`src/rtl/ram_pkg.sv`:
```
// ram_pkg
// Shared definitions for the RAM burst sequencer and anything that talks
// to single_port_ram: default geometry, the sequencer FSM state type and
// the RAM direction encoding.
//
// Contents:
//   DATA_W_DEF / DEPTH_DEF / ADDR_W_DEF  default RAM geometry
//   state_t                              burst FSM states
//   WR / RD                              values driven on ram_wrd
//   len_legal()                          burst length range check
package ram_pkg;

   localparam int DATA_W_DEF = 8;
   localparam int DEPTH_DEF  = 16;
   localparam int ADDR_W_DEF = 4;

   // IDLE waits for a command, WRITE/READ issue one RAM access per
   // accepted beat, DRAIN lets the final read beat come back from the RAM.
   typedef enum logic [1:0] {
      IDLE  = 2'd0,
      WRITE = 2'd1,
      READ  = 2'd2,
      DRAIN = 2'd3
   } state_t;

   localparam logic WR = 1'b1;
   localparam logic RD = 1'b0;

   // A burst must move at least one word and may not revisit a word,
   // so the legal range is 1..depth inclusive.
   function automatic logic len_legal(input int unsigned len,
                                      input int unsigned depth);
      return (len != 0) && (len <= depth);
   endfunction

endpackage

```
`src/rtl/ram_burst_ctrl.sv`:
```
// ram_burst_ctrl
// Command-driven burst sequencer that sits directly in front of
// single_port_ram and is the only driver of its access pins. One command
// (start address, length, direction) is taken at a time; write bursts pull
// beats from a producer, read bursts push RAM data to a consumer.
//
// Ports:
//   clk, rst                  clock, synchronous active-high reset
//   cmd_valid/cmd_ready       command handshake
//   cmd_wr, cmd_addr, cmd_len burst direction, start address, beat count
//   wr_valid/wr_ready/wr_data write beat stream in
//   rd_valid/rd_data          read beat stream out (no backpressure)
//   busy                      burst in progress
//   err                       one-cycle pulse after an illegal length
//   ram_valid/ram_wrd         RAM access strobe and direction
//   ram_address/ram_wdata     RAM address and write data
//   ram_rdata                 RAM read data, one cycle after the access
//   ram_ready                 RAM out of reset and accepting accesses
module ram_burst_ctrl
   import ram_pkg::*;
#(
   parameter int DATA_W = DATA_W_DEF,
   parameter int DEPTH  = DEPTH_DEF,
   parameter int ADDR_W = ADDR_W_DEF
) (
   input  logic              clk,
   input  logic              rst,
   input  logic              cmd_valid,
   output logic              cmd_ready,
   input  logic              cmd_wr,
   input  logic [ADDR_W-1:0] cmd_addr,
   input  logic [ADDR_W:0]   cmd_len,
   input  logic              wr_valid,
   output logic              wr_ready,
   input  logic [DATA_W-1:0] wr_data,
   output logic              rd_valid,
   output logic [DATA_W-1:0] rd_data,
   output logic              busy,
   output logic              err,
   output logic              ram_valid,
   output logic              ram_wrd,
   output logic [ADDR_W-1:0] ram_address,
   output logic [DATA_W-1:0] ram_wdata,
   input  logic [DATA_W-1:0] ram_rdata,
   input  logic              ram_ready
);

   state_t            state;
   logic [ADDR_W-1:0] cur_addr;
   logic [ADDR_W:0]   remaining;
   logic              pending;

   logic              cmd_fire;
   logic              cmd_ok;
   logic              write_beat;
   logic              read_access;
   logic              last_beat;
   logic [ADDR_W-1:0] next_addr;

   // Address arithmetic relies on DEPTH being exactly 2**ADDR_W so the
   // natural ADDR_W-bit rollover is the wrap back to word 0.
   assign next_addr = cur_addr + ADDR_W'(1);
   assign last_beat = (remaining == (ADDR_W+1)'(1));
   assign cmd_ok    = len_legal(int'(cmd_len), DEPTH);

   // The RAM pins follow the handshakes in the same cycle, so a write beat
   // costs no extra latency and ram_ready gates every access directly.
   // All RAM pins stay at zero outside an access so ram_wrd never hangs
   // high on an idle bus.
   always_comb begin
      cmd_ready   = 1'b0;
      wr_ready    = 1'b0;
      write_beat  = 1'b0;
      read_access = 1'b0;
      ram_valid   = 1'b0;
      ram_wrd     = RD;
      ram_address = '0;
      ram_wdata   = '0;
      case (state)
         IDLE: begin
            cmd_ready = ram_ready;
         end
         WRITE: begin
            wr_ready = ram_ready;
            if (wr_valid && ram_ready) begin
               write_beat  = 1'b1;
               ram_valid   = 1'b1;
               ram_wrd     = WR;
               ram_address = cur_addr;
               ram_wdata   = wr_data;
            end
         end
         READ: begin
            if (ram_ready) begin
               read_access = 1'b1;
               ram_valid   = 1'b1;
               ram_wrd     = RD;
               ram_address = cur_addr;
            end
         end
         default: begin
         end
      endcase
   end

   assign cmd_fire = cmd_valid && cmd_ready;

   // The RAM returns read data one cycle after the access, so the pending
   // flag marks exactly the cycles in which ram_rdata is a real beat.
   // Masking rd_data keeps the consumer bus at zero between beats.
   assign rd_valid = pending;
   assign rd_data  = pending ? ram_rdata : '0;
   assign busy     = (state != IDLE);

   // Burst sequencer. A stalled RAM simply freezes address and count, so
   // the burst resumes where it left off. Clearing pending on reset is
   // what drops any read beat still in flight.
   always_ff @(posedge clk) begin
      if (rst) begin
         state     <= IDLE;
         cur_addr  <= '0;
         remaining <= '0;
         pending   <= 1'b0;
         err       <= 1'b0;
      end else begin
         err     <= 1'b0;
         pending <= read_access;
         case (state)
            IDLE: begin
               if (cmd_fire) begin
                  if (cmd_ok) begin
                     cur_addr  <= cmd_addr;
                     remaining <= cmd_len;
                     state     <= (cmd_wr == WR) ? WRITE : READ;
                  end else begin
                     err <= 1'b1;
                  end
               end
            end
            WRITE: begin
               if (write_beat) begin
                  cur_addr  <= next_addr;
                  remaining <= remaining - (ADDR_W+1)'(1);
                  if (last_beat) begin
                     state <= IDLE;
                  end
               end
            end
            READ: begin
               if (read_access) begin
                  cur_addr  <= next_addr;
                  remaining <= remaining - (ADDR_W+1)'(1);
                  if (last_beat) begin
                     state <= DRAIN;
                  end
               end
            end
            DRAIN: begin
               state <= IDLE;
            end
            default: begin
               state <= IDLE;
            end
         endcase
      end
   end

endmodule

```
`config.mk`:
```
export PLATFORM = sky130hd
export DESIGN_NAME = ram_burst_ctrl
export DESIGN_NICKNAME = d
export VERILOG_FILES = /design/src/rtl/ram_pkg.sv /design/src/rtl/ram_burst_ctrl.sv
export SDC_FILE = /design/constraint.sdc
export NUM_CORES = 1
export LEC_CHECK = 0
export CORE_MARGIN = 5
export CORE_UTILIZATION = 41
export DETAILED_ROUTE_END_ITERATION = 10
export HOLD_SLACK_MARGIN = 0.1
export PLACE_DENSITY = 0.84
export SLEW_MARGIN = 20
export SYNTH_ARGS = -nofsm -noshare
export SYNTH_HDL_FRONTEND = slang
export SYNTH_SLANG_ARGS = --single-unit
```
`constraint.sdc`:
```
create_clock -name clk -period 4.9 [get_ports clk]
set_input_delay 1.47 -clock clk [delete_from_list [all_inputs] [get_ports clk]]
set_output_delay 1.47 -clock clk [all_outputs]
set_load 0.02 [all_outputs]
```
# Word-level counts from Yosys, hierarchy flattened
# Index checks and enable logic that the tools add are counted.
# op_classes
n_bitwise,2
mux,32
n_addsub,2
reduce_logical,10
eq_ne,10
order_cmp,1
# ops
operator,count
two-way mux 4 bit,6
two-way mux 8 bit,3
two-way mux 5 bit,4
case mux 5 bit (3 select lines),1
two-way mux 2 bit,7
inequality test 2 bit (second input constant),6
case mux 4 bit (3 select lines),1
case mux 2 bit (4 select lines),1
case mux 4 bit (2 select lines),1
two-way mux 1 bit,7
AND reduction 6 bit,1
equality test 5 x 1 -> 1 bit (second input constant),1
<= comparator 5 bit (second input constant),1
AND reduction 5 bit,1
nonzero test 5 bit,1
subtractor 5 x 1 -> 5 bit (second input constant),1
adder 4 x 1 -> 4 bit (second input constant),1
equality test 2 bit (second input constant),2
logical AND 1 bit,3
nonzero test 3 bit,1
OR reduction 3 bit,1
equality test 2 x 1 -> 1 bit (second input constant),1
zero test 2 bit,1
inverter 1 bit,2
2 further kinds,2
# totals
elab_cells,62
output_inout_bits,27
ff_bits,13
inputBits,31

# Logic depth before layout (Yosys ltp)
# Gate-level depths: netlist (run 1).
# depth
depth_word,5
mapped_depth,8
depth_no_buf,6

# Worst setup path before layout (run 1)
# No wires, ideal clock.
# synth_timing
path_type,input-to-output
start,input wr_valid
end,output ram_address[0]
n_path_buf,1
stages,5
setup_slack_ns,0.722
t_arrival_ns,2.708
cell_sequence,and3_2 > clkbuf_1 > a21oi_1 > nor2_1 > and2_1
# synth_via
elab_chain_cells,3
# synth_lines
element,line_no,text
start: declaration,ram_burst_ctrl.sv:33,"input logic wr_valid,"
logical AND 1 bit,ram_burst_ctrl.sv:85,if (wr_valid && ram_ready) begin
two-way mux 4 bit,ram_burst_ctrl.sv:85,
case mux 4 bit (2 select lines),ram_burst_ctrl.sv:79,case (state)
end: declaration,ram_burst_ctrl.sv:42,"output logic [ADDR_W-1:0] ram_address,"
# No other way between the ends.

# Final worst setup path (run 1)
# Ends and elaborated chain as after synthesis.

==> flow_summary_export.csv, run 1 <==
group,metric,value,unit
status,status,"finished clean",
min_path,hold_start,"cur_addr[3]",
floorplanning,start_util,42.5,%
synthesis,synth_warnings,0,
synthesis,ys_ff_latch,13,
floorplanning,die_y,60.7,um
drt,vias_per_cell,5.58,
floorplanning,rows,18,
power,leakage,0.000660,uW
timing,tns,0,ps
synthesis,yosys.area.top_type,"dfxtp_1",
clock_network,cts_tree,"done",
clock_network,htreeDepth,1,
timing,drv_slew,0,
global_routing,grt_first_pass_wirelength,5.15,mm
cells_and_area,num_antenna_cells,0,
clock_network,cts_num_sinks,13,
synthesis,ys_top_cells_by_area,"dfxtp_1 25%, and2_1 12%, ha_1 9.5%, nand2_1 3.2%, a21oi_1 2.9%",
synthesis,postSynthCellCount,128,
worst_setup_path,end_kind,"primary output",
floorplanning,core,2480,um^2
cells_and_area,layout-drive-gt1-share,8.56,%
worst_setup_path,r2r-start,"state[0]",
timing,setup_viol,0,
drt,wl_per_cell,15.6,um
timing,period_share,97.4,%
worst_setup_path,setup.worst_path.start,"wr_valid",
synthesis,syn_area,1050,um^2
floorplanning,ioPinCount,58,
worst_setup_path,crit_type,"input port to primary output",
worst_setup_path,cp_num_buf_inv,2,
cells_and_area,nets,227,
worst_setup_path,crit_top_cell,"clkdlybuf4s50_1",
worst_setup_path,crit_required,3430,ps
worst_setup_path,crit_cells,6,
min_path,holdPathStages,2,
floorplanning,die-width,60.7,um
worst_setup_path,critPathLaunchType,"input port",
worst_setup_path,critPathSlowestCell,"clkdlybuf4s50_1",
synthesis,syn_nets,167,
flow_run,cap_violations,0,
placement,post-place-ws,160,ps
placement,globalplace.congestion,0.877,
clock_network,cts_buffers,3,
timing,layout_min_cycle_time,4770,ps
global_routing,grt_pass1_vias,1198,
global_routing,grt-ovfl-total,0,
worst_setup_path,crit_chain,"clkdlybuf4s50_1 > and3_2 > a21oi_1 > nor2_1 > and2_1 > clkdlybuf4s50_1",
clock_network,hold_buffers,0,
global_routing,grt.total_usage,18.5,%
power,ir_drop,0.266,mV
drt,ant_nets,0,
synthesis,avgSynthCellArea,8.23,um^2
worst_setup_path,r2r_cells,6,
floorplanning,design.die.area,3680,um^2
timing,skew,5.21,ps
worst_setup_path,cp_max_fo,5,
placement,portBuffers,57,
drt,dr.pass1.iters,4,
timing,worst_slew_pin_slew,491,ps
clock_network,post-cts-setup-buffers,0,
synthesis,ys_seq_area_share,24.7,%
clock_network,path_clk_slew,80,ps
clock_network,cts_root_buffer,"clkbuf_4",
clock_network,clock_path_buffers,2,
timing,worst_slack,128,ps
power,p_per_area,386,nW/um^2
timing,finalHoldViolations,0,
worst_setup_path,critPathTopFamily,"buffers and inverters",
worst_setup_path,arrival,3300,ps
timing,slew_headroom,67.0,%
synthesis,synth.top_cell.area_share,24.7,%
clock_network,clk_latency,280,ps
drt,route.detailed.drc,0,
drt,drt-initial-drc-count,39,
timing,max_freq,0.210,GHz
timing,rsz0062_at_grt,"no",
placement,hpwl,2.80,mm
cells_and_area,area_delta_synth_final,60.5,%
drt,vias,1210,
clock_network,post_cts_resized,0,
synthesis,ys_types,40,
worst_setup_path,slowest_delay,610,ps
drt,routed_wl,3.39,mm
global_routing,grt_max_degree,16,
global_routing,antenna_found_initial,0,
min_path,worstHoldPathType,"flip-flop to flip-flop",
## metal layers
metal | GRT usage, % | routed length [um] | up-vias
li1 | - | - | 585
met1 | 20.4 | 1340 | 560
met2 | 32.4 | 1710 | 61
met3 | 4.26 | 311 | 4
met4 | 10.2 | 39 | 0
met5 | 0 | 0 | -
## per-stage QoR
stage	instances	hold WS, ps	cell area (um^2)	total power [uW]	utilization [%]
after floorplan	128	448	1050	448	-
after global routing	217	524	1690	698	68.2
after global placement	213	471	1660	559	67.2
after detailed placement	213	479	1660	580	67.2
final	217	487	1690	653	68.2
after CTS	217	491	1690	651	68.2
## layout make-up
cell class                 count  area (um^2)
sequential                    13          260
fill                         204          787
clock buffer                   4         26.3
inverter                       8         30.0
timing repair buffer          60          593
multi-input combinational    102          743
tap                           30         37.5
## path summary, 6_finish.rpt
kind,endpoint,slack [ps]
setup reg to reg,remaining[4],2630
hold / removal,cur_addr[3],490
hold reg to reg,cur_addr[3],490
setup / recovery,ram_address[0],130
## flip-flops by register name, summed over array words and instances, names as in the netlist
name and flops:
remaining 5, cur_addr 4, state 2, rd_valid 1
err 1
## power breakdown
part / internal (uW) / switching [uW] / leakage, uW
logic: 188 / 232 / 0.000539
clock network: 31.6 / 38.7 / 0.0000150
registers: 135 / 29.0 / 0.000106
total: 354 / 300 / 0.000660
## worst reg2reg max path, cell delays in order (launching register included)
cell and delay, ps:
dfxtp_1 400, inv_1 100, ha_1 280, o21ba_4 240, or4_1 660, o311ai_1 340, o31ai_1 120
## synth_stat cells
cell type	number
a2bb2oi_1	2
nor4_4	1
buf_2	1
nand2b_1	2
mux2_2	1
a211oi_2	1
clkbuf_1	4
a21o_1	1
a21oi_1	6
ha_1	8
inv_1	8
a21boi_0	1
and2_2	2
nand2_1	9
nor4_1	1
and3_1	1
and3_2	2
o211a_1	2
nor2_1	7
o32ai_1	3
a311oi_1	3
o221a_1	2
or4b_1	1
o21ba_4	1
and2_1	21
a32oi_1	1
mux2i_1	2
nand3_1	2
nor2b_1	2
o311ai_1	2
or4_1	1
a211oi_1	2
dfxtp_1	13
a22oi_1	1
nor3_1	3
and4_2	1
a31oi_1	2
o31ai_1	2
o21ai_0	2
or2_2	1
## logic make-up after synthesis
| logic type | Yosys count | synth area share (%) |
|---|---|---|
| and+or+nand+nor | 57 | 32.2 |
| AOI/OAI and AO/OA | 34 | 25.9 |
| buffers and inverters | 13 | 4.75 |
| DFF | 13 | 24.7 |
| adders and majority gates | 8 | 9.50 |
| muxes | 3 | 2.97 |
## cell usage in the layout (no fill, tap or decap), drive strengths merged, types with 3 or more instances in the layout
master,netlist,layout
and2,23,23
inv,8,8
nand2,9,9
nor3,3,3
nor2,7,7
dfxtp,13,13
a21oi,6,6
o32ai,3,3
a311oi,3,3
ha,8,8
buf,1,3
a211oi,3,3
clkbuf,4,4
and3,3,3
clkdlybuf4s50,0,57
No activity file was read; power rests on OpenSTA's default activity.
==> inputs of run 2 (changes only) <==
Settings changed: ABC_AREA set to 1, CORE_UTILIZATION 41 to 42, CTS_CLUSTER_SIZE set to 16, PLACE_DENSITY 0.84 to 0.85.
==> run 2 against run 1 <==
Effect of this change: register-to-register slack better by 620 ps; sequential share of layout area down 0.28 points; combinational power down 8.8%; critical path type unchanged; largest power group unchanged; highest routed layer unchanged.
==> flow_summary_export.csv, run 2 <==
group,metric,value,unit
status,status,"finished clean",
clock_network,post-cts-setup-buffers,0,
synthesis,synth.top_cell.area_share,23.4,%
cells_and_area,final_cell_mix,"57 x clkdlybuf4s50_1, 56 x nand2_1, 42 x inv_1, 42 x nor2_1, 13 x dfxtp_1",
power,p_per_area,353,nW/um^2
timing,setup_viol,0,
timing,fin_hold_ws,553,ps
cells_and_area,nets,292,
floorplanning,rows,18,
timing,worst_slack,201,ps
synthesis,synthTopCellsByCount,"56 x nand2_1, 42 x inv_1, 42 x nor2_1, 13 x dfxtp_1, 8 x ha_1",
worst_setup_path,reg2reg_to,"remaining[1]",
worst_setup_path,endpoint,"ram_address[2]",
floorplanning,start_util,44.5,%
worst_setup_path,setup.worst_path.start,"ram_ready",
power,power.total,607,uW
floorplanning,design.die.area,3780,um^2
timing,drv_slew,0,
global_routing,grt-ovfl-total,0,
clock_network,clock_path_buffers,2,
clock_network,cts_tree,"done",
power,p_comb_share,63.0,%
power,swShare,47.3,%
cells_and_area,largest_reg_flops,5,
synthesis,synth_edf_count,0,
timing,period_share,95.9,%
synthesis,avgSynthCellArea,5.73,um^2
drt,routed_wl,3.00,mm
drt,route.detailed.drc,0,
worst_setup_path,cp_max_fo,6,
drt,ant_nets,0,
worst_setup_path,end_kind,"primary output",
clock_network,path_clk_slew,90,ps
worst_setup_path,reg2reg_slack,3250,ps
drt,wl_per_cell,10.6,um
clock_network,clk_latency,280,ps
clock_network,htreeDepth,1,
power,leakage,0.000928,uW
drt,dr.pass1.iters,4,
synthesis,ys_top_cells_by_area,"dfxtp_1 23%, nand2_1 19%, inv_1 14%, nor2_1 14%, ha_1 9.0%",
worst_setup_path,arrival,3230,ps
placement,portBuffers,57,
global_routing,grt_max_degree,19,
placement,hpwl,2.46,mm
cells_and_area,top_regs,"remaining (5), cur_addr (4), state (2)",
placement,post-place-ws,182,ps
floorplanning,core,2500,um^2
flow_run,cap_violations,0,
timing,rsz0062_at_grt,"no",
synthesis,syn_area,1110,um^2
cells_and_area,layout-drive-gt1-share,4.76,%
min_path,worstHoldPathType,"flip-flop to flip-flop",
synthesis,post-synth-top-count-cell,"nand2_1",
clock_network,cts_buffers,3,
worst_setup_path,critPathLaunchType,"input port",
synthesis,ys_seq_area_share,23.4,%
power,switchingPower,287,uW
synthesis,ys_types,20,
drt,vias_per_cell,4.40,
floorplanning,die_y,61.5,um
global_routing,grt.total_usage,17.1,%
timing,slew_headroom,73.2,%
synthesis,syn_nets,233,
synthesis,postSynthCellCount,194,
worst_setup_path,crit_type,"input port to primary output",
timing,finalHoldViolations,0,
worst_setup_path,r2r-start,"state[0]",
synthesis,ys_ff_latch,13,
placement,globalplace.congestion,0.809,
power,p_int,320,uW
synthesis,async_flop_share,0,%
synthesis,yosys.area.top_type,"dfxtp_1",
global_routing,grt_pass1_vias,1169,
cells_and_area,fin_cells,282,
placement,dp.cells,278,
timing,layout_min_cycle_time,4700,ps
power,clockPowerShare,11.5,%
clock_network,post_cts_resized,0,
worst_setup_path,crit_required,3430,ps
worst_setup_path,critPathSlowestCell,"clkdlybuf4s50_1",
timing,max_freq,0.213,GHz
global_routing,grt_first_pass_wirelength,4.95,mm
floorplanning,die-width,61.5,um
synthesis,synth_ff_type,"dfxtp_1",
floorplanning,ioPinCount,58,
drt,vias,1242,
timing,skew,3.86,ps
worst_setup_path,slowest_delay,620,ps
worst_setup_path,r2r_cells,6,
power,seqPwrFrac,25.6,%
cells_and_area,area_delta_synth_final,54.8,%
synthesis,synth_warnings,0,
clock_network,cts_num_sinks,13,
clock_network,cts_root_buffer,"clkbuf_4",
cells_and_area,num_antenna_cells,0,
cells_and_area,final_common_cell,"clkdlybuf4s50_1",
worst_setup_path,crit_chain,"clkdlybuf4s50_1 > nand2_1 > inv_1 > nand2_2 > a21oi_1 > inv_1 > nor2_1 > clkdlybuf4s50_1",
drt,drt-initial-drc-count,29,
global_routing,antenna_found_initial,0,
timing,tns,0,ps
power,ir_drop,0.276,mV
timing,worst_slew_pin_slew,401,ps
clock_network,hold_buffers,0,
cells_and_area,regMostFlops,"remaining",
run 2: cell types whose count changed after synthesis, moves of 4 or more:
cell / change
nand2_1: +47
nor2_1: +35
inv_1: +34
and2_1: -21
o21ai_0: +4
run 2: worst max-delay path: cells and delay by family:
family	cells	cell delay, ps
buffers and inverters	4	1370
and+or+nand+nor	3	230
AOI/OAI and AO/OA	1	150
run 2: metrics by stage:
step	instance area, um^2	util, %
4_1_cts	1720	68.9
5_1_grt	1720	68.9
3_5_place_dp	1700	67.8
6_report	1720	68.9
2_1_floorplan	1110	-
3_3_place_gp	1700	67.8
run 2: layout make-up:
| cell class | instances | area, um^2 |
|---|---|---|
| fillers | 213 | 778 |
| well taps | 30 | 37.5 |
| repair buffers | 58 | 578 |
| clock buffers | 4 | 26.3 |
| inverters | 42 | 158 |
| multi-input cells | 135 | 662 |
| flip-flops and latches | 13 | 260 |
run 2: worst min path at each step:
stage / slack, ps / startpoint / end / cells after the start
CTS: 550 / remaining[4] / remaining[4] / 4
floorplan: 510 / remaining[4] / remaining[4] / 4
global route: 600 / remaining[4] / remaining[4] / 4
detailed placement: 540 / remaining[4] / remaining[4] / 4
global placement: 530 / remaining[4] / remaining[4] / 4
finish: 550 / remaining[4] / remaining[4] / 4
run 2: kinds of logic after synthesis:
| group | share of synthesized area (%) |
|---|---|
| xor+xnor | 2.36 |
| compound gates | 4.72 |
| fa+ha+maj | 9.00 |
| buf+inv | 17.1 |
| simple gates | 43.4 |
| flops | 23.4 |
run 2: per-layer routing:
layer	track usage, %	wire, um	vias up
met5	0	0	-
met4	2.73	7	0
met3	4.40	282	2
met2	31.3	1490	33
met1	20.4	1220	524
li1	-	-	683
run 2: power by group through the flow:
stage               registers [uW]  logic (uW)  clock network, uW
floorplan                      154         284                  0
global placement               157         372                  0
detailed placement             158         381                  0
CTS                            155         383               72.1
global route                   161         443               77.1
finish                         155         382               69.6
